--- src/rtl/fifo_rd_stream.sv ---
// ---------------------------------------------------------------------------
// fifo_rd_stream
//
// Read-side consumer for the async FIFO, living in the read clock domain.
// It pops words from a first-word-fall-through FIFO read port and
// re-presents them on a valid/ready stream through a two-entry skid buffer.
// The skid entry lets the FIFO increment be decoded from registered state
// alone, so sink back-pressure never reaches FIFO_RINC combinationally.
// A running count of words accepted by the sink is kept in WORD_CNT.
//
// Parameters
//   DATA_WIDTH  word width, equal to the FIFO data width
//   CNT_WIDTH   width of the delivered-word counter (wraps modulo 2^CNT_WIDTH)
//
// Ports
//   CLK         read-domain clock (same as the FIFO read clock)
//   RST         asynchronous active-low reset
//   ENABLE      allows new pops; buffered words drain regardless
//   FIFO_EMPTY  FIFO empty flag
//   FIFO_RDATA  FIFO head word, valid whenever FIFO_EMPTY is low
//   FIFO_RINC   FIFO pop strobe, one word per high cycle
//   OUT_DATA    stream data (driven by the main register)
//   OUT_VALID   stream valid
//   OUT_READY   stream ready from the sink
//   WORD_CNT    number of words accepted by the sink
// ---------------------------------------------------------------------------
module fifo_rd_stream #(
  parameter int DATA_WIDTH = 8,
  parameter int CNT_WIDTH  = 16
) (
  input  logic                  CLK,
  input  logic                  RST,
  input  logic                  ENABLE,
  input  logic                  FIFO_EMPTY,
  input  logic [DATA_WIDTH-1:0] FIFO_RDATA,
  output logic                  FIFO_RINC,
  output logic [DATA_WIDTH-1:0] OUT_DATA,
  output logic                  OUT_VALID,
  input  logic                  OUT_READY,
  output logic [CNT_WIDTH-1:0]  WORD_CNT
);

  typedef enum logic [1:0] {
    S_EMPTY = 2'd0,
    S_ONE   = 2'd1,
    S_TWO   = 2'd2
  } state_t;

  state_t                state_q;
  state_t                state_d;
  logic [DATA_WIDTH-1:0] main_q;
  logic [DATA_WIDTH-1:0] main_d;
  logic [DATA_WIDTH-1:0] skid_q;
  logic [DATA_WIDTH-1:0] skid_d;
  logic [CNT_WIDTH-1:0]  cnt_q;
  logic                  push;
  logic                  pop;

  // Pop decision uses registered state and FIFO inputs only. RST is folded
  // in so the strobe is held low for the whole reset interval, and the
  // empty term makes an underflow impossible.
  assign push      = RST & ENABLE & ~FIFO_EMPTY & (state_q != S_TWO);
  assign FIFO_RINC = push;

  assign OUT_VALID = (state_q != S_EMPTY);
  assign OUT_DATA  = main_q;
  assign WORD_CNT  = cnt_q;
  assign pop       = OUT_VALID & OUT_READY;

  always_ff @(posedge CLK or negedge RST) begin
    if (!RST) begin
      state_q <= S_EMPTY;
    end else begin
      state_q <= state_d;
    end
  end

  always_comb begin
    state_d = state_q;
    main_d  = main_q;
    skid_d  = skid_q;
    unique case (state_q)
      S_EMPTY: begin
        if (push) begin
          state_d = S_ONE;
          main_d  = FIFO_RDATA;
        end
      end
      S_ONE: begin
        if (push && pop) begin
          // Sink takes the current word while the next one lands in main.
          main_d = FIFO_RDATA;
        end else if (push) begin
          state_d = S_TWO;
          skid_d  = FIFO_RDATA;
        end else if (pop) begin
          state_d = S_EMPTY;
        end
      end
      S_TWO: begin
        // No push is possible here; draining skid takes a full cycle,
        // which is what breaks the ready-to-rinc path.
        if (pop) begin
          state_d = S_ONE;
          main_d  = skid_q;
        end
      end
      default: begin
        state_d = S_EMPTY;
      end
    endcase
  end

  always_ff @(posedge CLK or negedge RST) begin
    if (!RST) begin
      main_q <= '0;
      skid_q <= '0;
    end else begin
      main_q <= main_d;
      skid_q <= skid_d;
    end
  end

  always_ff @(posedge CLK or negedge RST) begin
    if (!RST) begin
      cnt_q <= '0;
    end else if (pop) begin
      cnt_q <= cnt_q + 1'b1;
    end
  end

endmodule

--- config.mk ---
export PLATFORM = sky130hd
export DESIGN_NAME = fifo_rd_stream
export DESIGN_NICKNAME = d
export VERILOG_FILES = /design/src/rtl/fifo_rd_stream.sv
export SDC_FILE = /design/constraint.sdc
export NUM_CORES = 1
export LEC_CHECK = 0
export BUFFER_PORTS_ARGS = -buffer_cell sky130_fd_sc_hd__buf_2
export CORE_AREA = 2 2 53 75
export CTS_CLUSTER_SIZE = 24
export DETAILED_ROUTE_END_ITERATION = 8
export DIE_AREA = 0 0 55 77
export MAX_ROUTING_LAYER = met4
export PLACE_DENSITY = 0.8
export SLEW_MARGIN = 0
export SYNTH_ARGS = -nofsm -noshare
export SYNTH_HDL_FRONTEND = slang
export SYNTH_SLANG_ARGS = --single-unit
export TNS_END_PERCENT = 100
--- constraint.sdc ---
create_clock -name CLK -period 2.13 [get_ports CLK]
set_clock_uncertainty 0.2 [all_clocks]
set_input_delay 0.3195 -clock CLK [delete_from_list [all_inputs] [get_ports CLK]]
set_output_delay 0.3195 -clock CLK [all_outputs]
set_load 0.03 [all_outputs]
==> results.py <==
metrics = {
    "setup_path": {
        "worst-path-max-fanout": 9,
        "path_cells": "dlygate4sd3_1 > buf_2 > nand3b_4 > or3b_4 > mux2_4",
        "critPathTopFamily": "buffers and inverters",
        "cp.required_ns": 2.10,
        "slowest_stage": "dlygate4sd3_1",
        "path_buf_inv": 2,
        "worstPathArrival_ns": 1.90,
        "worstSetupPathType": "in -> reg",
        "cp-start-kind": "primary input",
        "r2r_setup_slack_ns": 0.40,
        "crit_path_max_incr_delay_ns": 0.52,
        "worst_setup_path_end_kind": "flop",
    },
    "run": {
        "drv_cap": 0,
    },
    "route": {
        "drt_first_pass_iters": 4,
        "via_per_inst": 5.05,
        "vias": 1086,
        "drc": 0,
        "wl_per_cell_um": 13.3,
        "routed_wl_um": 2860,
        "ant_nets": 0,
        "drtIter0Drc": 14,
    },
    "global_routing": {
        "grt_pass1_wl_um": 5060,
        "first_global_vias": 1124,
        "grt_max_degree": 35,
        "grt-ovfl-total": 0,
        "antenna_found_initial": 0,
        "track_usage_pct": 16.9,
    },
    "cells_and_area": {
        "postLayoutCoreUtil_pct": 52.9,
        "design_area_sq_um": 1890,
        "seqCellArea_sq_um": 851,
        "fillCellCount": 335,
        "final_cell_mix": "buf_2, dfrtp_1, nor2_1, mux2i_1, a21oi_1",
        "insertedDiodeCount": 0,
        "final_common_cell": "buf_2",
        "syn_to_final_growth_pct": 20.9,
        "nNetsFinal": 187,
        "drive_above_1_share_pct": 36.4,
        "multi_input_comb_area_sq_um": 676,
    },
    "sta": {
        "worst_pin_slew_ns": 0.429,
        "final_hold_viol_count": 0,
        "finalSetupViolCount": 0,
        "maxSlewHeadroom_pct": 71.4,
        "finalCritPeriodShare_pct": 91.0,
        "fmax_ghz": 0.516,
        "maxSlewViolCount": 0,
        "tns_ns": 0,
        "fin_crit_ns": 1.94,
        "rsz0062_at_grt": "no",
        "setup_slack_ns": 0.193,
    },
    "placed_design": {
        "dpl-instance-area_sq_um": 1800,
        "dp_hpwl_um": 2090,
        "post-place-ws_ns": 0.241,
        "buffer_ports.inserted": 38,
        "finalWeightedCongestion": 0.718,
    },
    "clocking": {
        "cts_buffer_depth": 2,
        "numCtsBuffers": 5,
        "clockRootBuffer": "clkbuf_8",
        "path_clk_slew_ns": 0.06,
        "clock_latency_ns": 0.28,
        "cts_tree": "built",
        "clock-sinks": 34,
        "cts_max_level": 2,
    },
    "logic_synthesis": {
        "syn_area_sq_um": 1570,
        "ys_seq_area_share_pct": 54.4,
        "synthArstFlopShare_pct": 100,
        "yosysWarnings": 0,
        "netlist_instances": 128,
        "synth_area_per_cell_sq_um": 12.2,
        "synth_fp_nets": 142,
        "synthAdderAreaFrac_pct": 0.799,
        "synth_edf_count": 0,
        "synth_compound_area_share_pct": 4.88,
        "synth-simple-area-share_pct": 14.8,
        "synth_top_family_by_area": "simple AND/OR/NAND/NOR gates",
        "synthXorXnorAreaFrac_pct": 8.39,
        "synth.distinct_cells": 31,
        "synthMuxAreaShare_pct": 14.1,
        "synthFlopType": "dfrtp_1",
        "synth_seq_cells": 34,
    },
    "floorplan": {
        "core_area_sq_um": 3580,
        "dieArea_sq_um": 4240,
        "rows": 26,
        "initial_core_util_pct": 43.7,
        "ios": 39,
        "die_w_um": 55,
        "fp.dieH_um": 77,
    },
    "min_path": {
        "hp-class": "in -> reg",
    },
    "power_and_ir_drop": {
        "max-vdd-ir-drop_mv": 0.783,
        "p_leak_nw": 0.972,
        "powerDensity_nw_per_um2": 983,
    },
    "status": {
        "status": "finished, final reports clean",
    },
}
## stage by stage
stage,hold WS [ns],cells,power (mW)
detailed placement,0.242,207,1.44
finish,0.0847,215,1.86
global placement,0.240,207,1.43
global route,0.0774,215,1.98
CTS,0.0702,215,1.89
floorplan,-0.176,128,1.27
## layer usage
metal  GRT usage [%]  share of wire [%]
met4            5.85                1.5
met5               -                  0
met3            6.03                7.9
met1            21.4                 44
met2            24.9                 46
## repair_timing
item,CTS,global route
resized for setup,0,1
endpoints found under the hold margin,34,0
setup endpoints to repair,0,8
hold buffers,1,0
buffers inserted,0,0
## area by class of cell
type / instances / share of cell area [%]
clock buffers: 7 / 4.03
inverters: 2 / 0.397
multi-input cells: 87 / 35.7
flip-flops and latches: 34 / 44.9
well taps: 42 / 2.78
repair buffers: 43 / 12.2
## final timing paths
path	start	endpoint	depth (start not counted)
setup reg to reg	state_q[0]	skid_q[7]	3
min in group asynchronous	RST	WORD_CNT[2]	3
max in group asynchronous	RST	OUT_DATA[2]	3
hold reg to reg	WORD_CNT[15]	WORD_CNT[15]	1
setup / recovery	RST	skid_q[7]	5
hold / removal	FIFO_RDATA[3]	skid_q[3]	2
## cell families after synthesis
| kind of cell | after synthesis |
|---|---|
| DFF | 34 |
| and+or+nand+nor | 40 |
| muxes | 18 |
| xor gates and xnor gates | 15 |
| AOI/OAI and AO/OA | 13 |
| adders and majority gates | 1 |
| buffers and inverters | 7 |
## registers in the layout, summed over array words and instances, names as in the netlist
name      count
OUT_DATA      8
skid_q        8
WORD_CNT     16
state_q       2
## cell usage after synthesis (all sizes together), types with 2 or more instances
| master | number | area share [%] |
|---|---|---|
| xor2 | 7 | 3.9 |
| nand3b | 2 | 1.8 |
| xnor2 | 8 | 4.5 |
| mux2i | 9 | 5.8 |
| nor3 | 3 | 0.96 |
| nor2b | 2 | 1.3 |
| nand2 | 6 | 1.4 |
| inv | 2 | 0.48 |
| mux2 | 9 | 8.4 |
| nor2 | 13 | 3.1 |
| a21oi | 9 | 2.9 |
| nand3 | 3 | 1.3 |
| nand4 | 5 | 2.4 |
| and3 | 3 | 1.2 |
| buf | 5 | 2.2 |
| dfrtp | 34 | 54 |
## report_power, final
| group | internal [mW] | leakage [nW] | total (mW) | switching (mW) |
|---|---|---|---|---|
| clock | 0.224 | 0.0383 | 0.430 | 0.206 |
| combinational | 0.216 | 0.505 | 0.542 | 0.326 |
| sequential | 0.780 | 0.428 | 0.888 | 0.107 |
| total | 1.22 | 0.972 | 1.86 | 0.639 |
Note: power is estimated with default switching activity, not from simulation.
